$ cat config.mk
export PLATFORM = sky130hd
export DESIGN_NAME = eth_rx_dest_filter
export DESIGN_NICKNAME = d
export VERILOG_FILES = /design/src/rtl/eth_rx_filter_pkg.sv /design/src/rtl/eth_stat_counter.sv /design/src/rtl/eth_rx_dest_filter.sv
export SDC_FILE = /design/constraint.sdc
export NUM_CORES = 1
export LEC_CHECK = 0
export CORE_MARGIN = 8
export CORE_UTILIZATION = 25
export CTS_CLUSTER_DIAMETER = 60
export DETAILED_ROUTE_END_ITERATION = 7
export GPL_ROUTABILITY_DRIVEN = 0
export HOLD_SLACK_MARGIN = 0.06
export PLACE_DENSITY = 0.45
export RECOVER_POWER = 50
export SYNTH_ARGS = -nofsm -noshare
export SYNTH_HDL_FRONTEND = slang
export SYNTH_SLANG_ARGS = --single-unit
$ cat constraint.sdc
create_clock -name logic_clk -period 7.2 [get_ports logic_clk]
set_clock_uncertainty 0.15 [all_clocks]
set_input_delay 1.44 -clock logic_clk [delete_from_list [all_inputs] [get_ports logic_clk]]
set_output_delay 1.44 -clock logic_clk [all_outputs]
set_load 0.03 [all_outputs]
$ cat src/rtl/eth_rx_filter_pkg.sv
// Shared types and constants for the Ethernet RX destination filter.
// Includes the destination-address match function.
package eth_rx_filter_pkg;

  localparam int ETH_HDR_ADDR_BYTES = 6;
  localparam int MAC_WIDTH = 48;
  localparam logic [MAC_WIDTH-1:0] MAC_BCAST = 48'hFFFF_FFFF_FFFF;

  typedef enum logic [1:0] {
    ST_HDR,
    ST_REPLAY,
    ST_PASS,
    ST_DROP
  } state_e;

  typedef logic [2:0] idx_t;

  localparam idx_t HDR_LAST = idx_t'(ETH_HDR_ADDR_BYTES - 1);

  // Group bit is dst[40], the LSB of the first byte on the wire.
  function automatic logic mac_match(
    input logic [MAC_WIDTH-1:0] dst,
    input logic [MAC_WIDTH-1:0] own,
    input logic                 promisc,
    input logic                 bcast_en,
    input logic                 mcast_en
  );
    logic is_bcast;
    is_bcast = (dst == MAC_BCAST);
    return promisc
         | (dst == own)
         | (is_bcast & bcast_en)
         | (dst[40] & ~is_bcast & mcast_en);
  endfunction

endpackage

$ cat src/rtl/eth_stat_counter.sv
// Saturating statistics counter.
// Clear has priority over a simultaneous increment.
module eth_stat_counter #(
  parameter int W = 16
) (
  input  logic         clk_i,
  input  logic         rst_ni,
  input  logic         clr_i,
  input  logic         inc_i,
  output logic [W-1:0] cnt_o
);

  logic [W-1:0] cnt_q, cnt_d;

  always_comb begin
    cnt_d = cnt_q;
    if (clr_i) begin
      cnt_d = '0;
    end else if (inc_i && !(&cnt_q)) begin
      cnt_d = cnt_q + 1'b1;
    end
  end

  always_ff @(posedge clk_i or negedge rst_ni) begin
    if (!rst_ni) begin
      cnt_q <= '0;
    end else begin
      cnt_q <= cnt_d;
    end
  end

  assign cnt_o = cnt_q;

endmodule

$ cat src/rtl/eth_rx_dest_filter.sv
// Buffers the destination MAC, decides accept/drop, then replays
// the header and passes the rest of an accepted frame through.
module eth_rx_dest_filter
  import eth_rx_filter_pkg::*;
#(
  parameter int COUNT_WIDTH = 16
) (
  input  logic                   logic_clk,
  input  logic                   logic_rst_n,
  input  logic [7:0]             s_axis_tdata,
  input  logic                   s_axis_tvalid,
  output logic                   s_axis_tready,
  input  logic                   s_axis_tlast,
  input  logic                   s_axis_tuser,
  output logic [7:0]             m_axis_tdata,
  output logic                   m_axis_tvalid,
  input  logic                   m_axis_tready,
  output logic                   m_axis_tlast,
  output logic                   m_axis_tuser,
  input  logic [MAC_WIDTH-1:0]   cfg_station_mac,
  input  logic                   cfg_promisc,
  input  logic                   cfg_accept_bcast,
  input  logic                   cfg_accept_mcast,
  input  logic                   stat_clear,
  output logic [COUNT_WIDTH-1:0] stat_accept_count,
  output logic [COUNT_WIDTH-1:0] stat_drop_count,
  output logic [COUNT_WIDTH-1:0] stat_runt_count
);

  state_e state_q, state_d;
  idx_t   idx_q, idx_d;
  idx_t   ridx_q, ridx_d;
  logic   rdy_q;

  logic [7:0]           hdr_q [ETH_HDR_ADDR_BYTES];
  logic [MAC_WIDTH-1:0] mac_q;
  logic                 promisc_q;
  logic                 bcast_q;
  logic                 mcast_q;

  logic                 s_hs;
  logic                 hdr_we;
  logic                 cfg_we;
  logic                 acc_inc;
  logic                 drop_inc;
  logic                 runt_inc;
  logic [MAC_WIDTH-1:0] dst;

  assign s_hs = s_axis_tvalid & s_axis_tready;
  assign dst  = {hdr_q[0], hdr_q[1], hdr_q[2],
                 hdr_q[3], hdr_q[4], s_axis_tdata};

  always_comb begin
    state_d       = state_q;
    idx_d         = idx_q;
    ridx_d        = ridx_q;
    s_axis_tready = 1'b0;
    m_axis_tvalid = 1'b0;
    m_axis_tdata  = hdr_q[ridx_q];
    m_axis_tlast  = 1'b0;
    m_axis_tuser  = 1'b0;
    hdr_we        = 1'b0;
    cfg_we        = 1'b0;
    acc_inc       = 1'b0;
    drop_inc      = 1'b0;
    runt_inc      = 1'b0;
    unique case (state_q)
      ST_HDR: begin
        s_axis_tready = rdy_q;
        if (s_hs) begin
          hdr_we = 1'b1;
          cfg_we = (idx_q == '0);
          if (s_axis_tlast) begin
            runt_inc = 1'b1;
            idx_d    = '0;
          end else if (idx_q == HDR_LAST) begin
            idx_d  = '0;
            ridx_d = '0;
            // Config may change mid-header; use the copy taken at byte 0.
            if (mac_match(dst, mac_q, promisc_q, bcast_q, mcast_q)) begin
              acc_inc = 1'b1;
              state_d = ST_REPLAY;
            end else begin
              drop_inc = 1'b1;
              state_d  = ST_DROP;
            end
          end else begin
            idx_d = idx_q + 3'd1;
          end
        end
      end
      ST_REPLAY: begin
        m_axis_tvalid = 1'b1;
        if (m_axis_tready) begin
          if (ridx_q == HDR_LAST) begin
            ridx_d  = '0;
            state_d = ST_PASS;
          end else begin
            ridx_d = ridx_q + 3'd1;
          end
        end
      end
      ST_PASS: begin
        m_axis_tvalid = s_axis_tvalid;
        m_axis_tdata  = s_axis_tdata;
        m_axis_tlast  = s_axis_tlast;
        m_axis_tuser  = s_axis_tuser;
        s_axis_tready = m_axis_tready;
        if (s_hs && s_axis_tlast) state_d = ST_HDR;
      end
      ST_DROP: begin
        s_axis_tready = 1'b1;
        if (s_hs && s_axis_tlast) state_d = ST_HDR;
      end
      default: state_d = ST_HDR;
    endcase
  end

  always_ff @(posedge logic_clk or negedge logic_rst_n) begin
    if (!logic_rst_n) begin
      state_q <= ST_HDR;
      idx_q   <= '0;
      ridx_q  <= '0;
      rdy_q   <= 1'b0;
    end else begin
      state_q <= state_d;
      idx_q   <= idx_d;
      ridx_q  <= ridx_d;
      rdy_q   <= 1'b1;
    end
  end

  always_ff @(posedge logic_clk) begin
    if (hdr_we) hdr_q[idx_q] <= s_axis_tdata;
    if (cfg_we) begin
      mac_q     <= cfg_station_mac;
      promisc_q <= cfg_promisc;
      bcast_q   <= cfg_accept_bcast;
      mcast_q   <= cfg_accept_mcast;
    end
  end

  eth_stat_counter #(.W(COUNT_WIDTH)) u_acc_cnt (
    .clk_i  (logic_clk),
    .rst_ni (logic_rst_n),
    .clr_i  (stat_clear),
    .inc_i  (acc_inc),
    .cnt_o  (stat_accept_count)
  );

  eth_stat_counter #(.W(COUNT_WIDTH)) u_drop_cnt (
    .clk_i  (logic_clk),
    .rst_ni (logic_rst_n),
    .clr_i  (stat_clear),
    .inc_i  (drop_inc),
    .cnt_o  (stat_drop_count)
  );

  eth_stat_counter #(.W(COUNT_WIDTH)) u_runt_cnt (
    .clk_i  (logic_clk),
    .rst_ni (logic_rst_n),
    .clr_i  (stat_clear),
    .inc_i  (runt_inc),
    .cnt_o  (stat_runt_count)
  );

endmodule

### Word-level counts from Yosys, hierarchy flattened

Memory sizes are Yosys's and may differ from the RTL's.
Index checks and enable logic that the tools add are counted.
Widths: inputs -> output; s select.

* register bits: 108
* memory bits (writable): 48
* output and inout bits: 60
* word-level logic and storage cells: 104
* memories kept: 1

Memories
* hdr_q: depth 6, width 8, read ports 6, clocked after memory_dff 0, wr ports 1, RTL line eth_rx_dest_filter.sv:35 `logic [7:0] hdr_q [ETH_HDR_ADDR_BYTES];`

* $add $sub $neg: 5
* equal/unequal tests: 13
* muxes and demuxes: 46
* bitwise gates (word level): 8
* reductions and logical operators: 20

Operators by type and width (number)
* $mux 16: 6
* $add 16x1->16 const B: 3
* $eq 48x48->1: 1
* $eq 48x48->1 const B: 1
* $reduce_and 16->1: 3
* $mux 1: 21
* $mux 3: 7
* $mux 2: 7
* $ne 2x2->1 const B: 5
* $mux 8: 1
* $reduce_bool 2->1: 4
* $add 3x1->3 const B: 2
* $eq 3x3->1 const B: 2
* $pmux 2 s3: 1
* $pmux 3 s2: 1
* $reduce_and 6->1: 1
* $reduce_and 5->1: 1
* $and 1x1->1: 4
* $eq 2x2->1 const B: 2
* $logic_and 1x1->1: 4
* $logic_not 1->1: 3
* $logic_not 3->1: 1
* $or 1x1->1: 3
* $pmux 1 s3: 1
* other kinds (7): 7

### Depth between registers and ports, before layout

* word-level depth: 13
* mapped depth: 11
* gate-level depth less buffers: 9

### By module

Synthesis repeated with hierarchy kept, for this count alone.

* cell total of the unflattened synthesis: 608
* area, all modules: 8036.5 µm²

Modules (own cells, without submodules)
* eth_rx_dest_filter: times used 1, cells an instance 323, area an instance 5277.6 µm²
* eth_stat_counter: times used 3, cells an instance 95, area an instance 919.6 µm²

### Worst setup path before layout

OpenSTA, ideal clock, no wires.

* path kind: input-to-reg
* start point: in m_axis_tready
* end point: reg bcast_q (enable)
* setup time: 0.523 ns
* arrival time: 5.936 ns
* slack: 0.591 ns
* stages: 5
* path buffers: 0
* cell sequence: a221oi_1 nor3b_1 nand2_1 or2_2 nor3_1

* word-level cells in the longest chain between the ends: 4

Ends and longest elaborated chain
* from (decl): RTL line eth_rx_dest_filter.sv:17 `input logic m_axis_tready,`
* $pmux 1 s3: RTL line eth_rx_dest_filter.sv:67 `unique case (state_q)`
* $and 1x1->1: RTL line eth_rx_dest_filter.sv:49 `assign s_hs = s_axis_tvalid & s_axis_tready;`
* $mux 1: RTL line eth_rx_dest_filter.sv:70 `if (s_hs) begin`
* $mux 1: RTL line eth_rx_dest_filter.sv:67
* net cfg_we: RTL line eth_rx_dest_filter.sv:43 `logic cfg_we;`
* to (signal assigned): RTL line eth_rx_dest_filter.sv:138 `bcast_q <= cfg_accept_bcast;`
* to (decl): RTL line eth_rx_dest_filter.sv:38 `logic bcast_q;`

The timed path passes the listed nets, and every way through them passes these cells.
A chain may end at the register's enable or synchronous reset.

### Worst setup path after layout

* start point: in s_axis_tdata[0]
* end point: out m_axis_tdata[0]

* word-level cells in the longest chain between the ends: 1

Ends and longest elaborated chain
* from (decl): RTL line eth_rx_dest_filter.sv:10 `input logic [7:0] s_axis_tdata,`
* $mux 8: RTL line eth_rx_dest_filter.sv:67
* to (decl): RTL line eth_rx_dest_filter.sv:15 `output logic [7:0] m_axis_tdata,`

Every way passes these cells.

==> run metrics <==
Site Rows 65; top routing layer in use met4; Starting Density between 20 and 30%; hold crit path type reg2reg; number of warnings reported in the yosys synthesis log 0; Routed WL 22300 um; Resize count post-CTS 0; WHS 0.388 ns; cell breakdown of the critical path dlygate4sd3_1, nand2_1, o21ai_0, clkdlybuf4s50_1; Fmax achieved 0.203 GHz; Total Power Consumption 2.60 mW; outcome complete, but fails checks; Met3 Routed Length between 600 and 700 um; Chip Width about 190 um; slew at the pin closest to its max-slew limit 3.31 ns; synth-to-layout area growth 29.2%; VDD IR max 0.000149 V; die area 37700 um^2; # setup viols final 0; insertion delay to the later sink of the worst-skew pair 0.43 ns; vias 5331; post-synthesis adder-cell area fraction 1.11%; initial DRC count 407; cell area after technology mapping 7930 um^2; Antenna Nets Post-Route 0; sum of negative setup slack 0 ns; Tot GR Track Use between 10% and 20%; synthesized netlist cell count ~600; Met1 Wirelength 10900 um; buffers inserted during post-CTS setup optimization 0; Max Fanout on Critical Path 11; sequential cell area fraction in the yosys report about 62%; min setup slack post-route 2.28 ns; global-route wire length before repair 34500 um; post-synthesis sequential element count 172; non-filler instance count after layout 1155; number of distinct library cell variants in the gate-level netlist after synthesis ~50; IO Pins 126; violated checks max-capacitance violations, max-slew violations; setup repair after global routing missed its margin no; total met2 wirelength after detailed routing 10400 um; critical path data required time 5.61 ns; clock sink count 172; commonest cells after routing, fill and taps aside sky130_fd_sc_hd__edfxtp_1 (115), sky130_fd_sc_hd__dlygate4sd3_1 (88), sky130_fd_sc_hd__dfrtp_1 (57), sky130_fd_sc_hd__xor2_1 (55), sky130_fd_sc_hd__nor2_1 (45); utilization of the core after routing 32.6%; Pins Over Slew Limit 58; count of hold buffers inserted by post-cts repair 0; Routed WL per cell about 19 um; xor and xnor area share after synthesis between 7 and 8%; Max Cap Viol 1; CP endpoint kind output port; arrival time at the worst endpoint 3.33 ns; combinational family with the most area after synthesis simple AND/OR/NAND/NOR gates; pin count of the biggest net entering global routing 61; 1st-pass router iterations 4; Slowest Stage Delay on Critical Path 0.83 ns; share of async-settable or async-resettable flops after synthesis 33.1%; placed cell area 9620 um^2; total leakage power 3.68 nW; GRT overflow 0; Post-Place Cells about 1100; fin crit period between 4 and 5 ns; clock tree root buffer cell sky130_fd_sc_hd__clkbuf_16; number of port buffers 125; worst slew margin relative to its limit -120%; critical path's slowest cell sky130_fd_sc_hd__dlygate4sd3_1; nets@finish 812; Detail Placement HPWL about 16000 um; Synth Area in Simple Gates 15.9%; share of synthesized area spent on multiplexers 6.96%; buffers from clock root to sink, at most 2; layout cell share with drive strength beyond 1 10.5%; startpoint class of the critical path primary input; period utilisation layout between 60% and 70%; vertical die dimension 194 um; most frequent standard cell in the layout excluding fill and tap cells sky130_fd_sc_hd__edfxtp_1; ratio of routed vias to standard cells 4.62; Main synth FF type sky130_fd_sc_hd__edfxtp_1; net count after synthesis 687; power per unit of standard cell area 254 nW/um^2; clock edge transition at the registers on the reported setup and hold paths around 0.07 ns; mean cell area of the mapped netlist approximately 13 um^2; initial antenna violation count 2; DRC violations left 0; core region area 31400 um^2; CTS tree built; via count of the first global-routing pass 5530; TritonCTS Buffers 17; final instance area just over 10000 um^2; pre-CTS setup slack about 2.2 ns; Worst Path Class, Setup in2out; number of enable flip-flop cells after synthesis between 100 and 150; area fraction in compound gates after synthesis 4.99%; H-Tree Level Count 4; Hold Fails Final Rpt 0
registers in the layout, indices dropped and copies added (netlist names):
register and count:
state_q 2, mcast_q 1, idx_q 3, hdr_q 64
bcast_q 1, ridx_q 3, u_drop_cnt.cnt_o 16, mac_q 48
u_acc_cnt.cnt_o 16, u_runt_cnt.cnt_o 16, rdy_q 1, promisc_q 1
worst max-delay path, delay by kind of cell:
| family | cells | cell delay, ns |
|---|---|---|
| buffers and inverters | 2 | 1.59 |
| and+or+nand+nor | 1 | 0.11 |
| AOI/OAI and AO/OA | 1 | 0.19 |
metal layers:
| metal | up-vias | GRT usage, % |
|---|---|---|
| met5 | - | 0 |
| met3 | 18 | 2.59 |
| met2 | 113 | 18.5 |
| met4 | 0 | 3.82 |
| li1 | 2562 | - |
| met1 | 2638 | 16.3 |
cell type report:
class	count	area, um^2
antenna	1	2.50
clock buffer	17	425
clock inverter	15	194
fill	3136	21200
inverter	12	45.0
multi-input combinational	405	2910
sequential	172	4880
tap	402	503
timing repair buffer	131	1280
logic make-up (layout without fill, tap and decap cells):
logic type / after synthesis / count (layout)
adders and majority gates: 7 / 7
buffers and inverters: 37 / 175
and+or+nand+nor: 230 / 230
xor gates and xnor gates: 68 / 68
AOI/OAI and AO/OA: 65 / 65
muxes: 34 / 34
other: 1 / 2
DFF: 172 / 172
synth_stat cells, types with 3 or more instances:
library cell,n,area [um^2]
sky130_fd_sc_hd__a21oi_1,24,120
sky130_fd_sc_hd__a31o_2,5,43.8
sky130_fd_sc_hd__and2_1,6,37.5
sky130_fd_sc_hd__and3_1,9,56.3
sky130_fd_sc_hd__and4_1,4,35.0
sky130_fd_sc_hd__buf_2,6,30.0
sky130_fd_sc_hd__clkbuf_1,17,63.8
sky130_fd_sc_hd__dfrtp_1,57,1430
sky130_fd_sc_hd__edfxtp_1,115,3450
sky130_fd_sc_hd__ha_1,7,87.6
sky130_fd_sc_hd__inv_1,12,45.0
sky130_fd_sc_hd__mux2_2,8,90.1
sky130_fd_sc_hd__mux2i_1,9,90.1
sky130_fd_sc_hd__mux4_2,16,360
sky130_fd_sc_hd__nand2_1,39,146
sky130_fd_sc_hd__nand2b_1,8,50.1
sky130_fd_sc_hd__nand3_1,19,95.1
sky130_fd_sc_hd__nand4_1,31,194
sky130_fd_sc_hd__nor2_1,45,169
sky130_fd_sc_hd__nor2b_1,9,56.3
sky130_fd_sc_hd__nor3_1,14,70.1
sky130_fd_sc_hd__nor3b_1,3,22.5
sky130_fd_sc_hd__nor4_1,19,119
sky130_fd_sc_hd__o21ai_0,17,85.1
sky130_fd_sc_hd__o31ai_1,8,60.1
sky130_fd_sc_hd__or3_1,3,18.8
sky130_fd_sc_hd__or4_1,10,75.1
sky130_fd_sc_hd__xnor2_1,13,114
sky130_fd_sc_hd__xor2_1,55,482
report_power, final:
part / internal (mW) / total (mW) / leakage (nW) / switching [mW]
Sequential: 1.09 / 1.14 / 1.81 / 0.0557
Combinational: 0.221 / 0.507 / 1.57 / 0.287
Clock: 0.503 / 0.952 / 0.299 / 0.448
path summary, 6_finish.rpt:
| path | startpoint | end | slack, ns | depth (start not counted) |
|---|---|---|---|---|
| max reg2reg | state_q[0] | hdr_q[2][7] | 3.09 | 7 |
| max in group asynchronous | logic_rst_n | u_drop_cnt.cnt_o[1] | 2.98 | 2 |
| min in group asynchronous | logic_rst_n | u_acc_cnt.cnt_o[1] | 2.06 | 2 |
| min | ridx_q[2] | ridx_q[2] | 0.39 | 1 |
| max | s_axis_tdata[0] | m_axis_tdata[0] | 2.28 | 4 |
| min reg2reg | ridx_q[2] | ridx_q[2] | 0.39 | 1 |
Power figures use the tool's default switching activity.
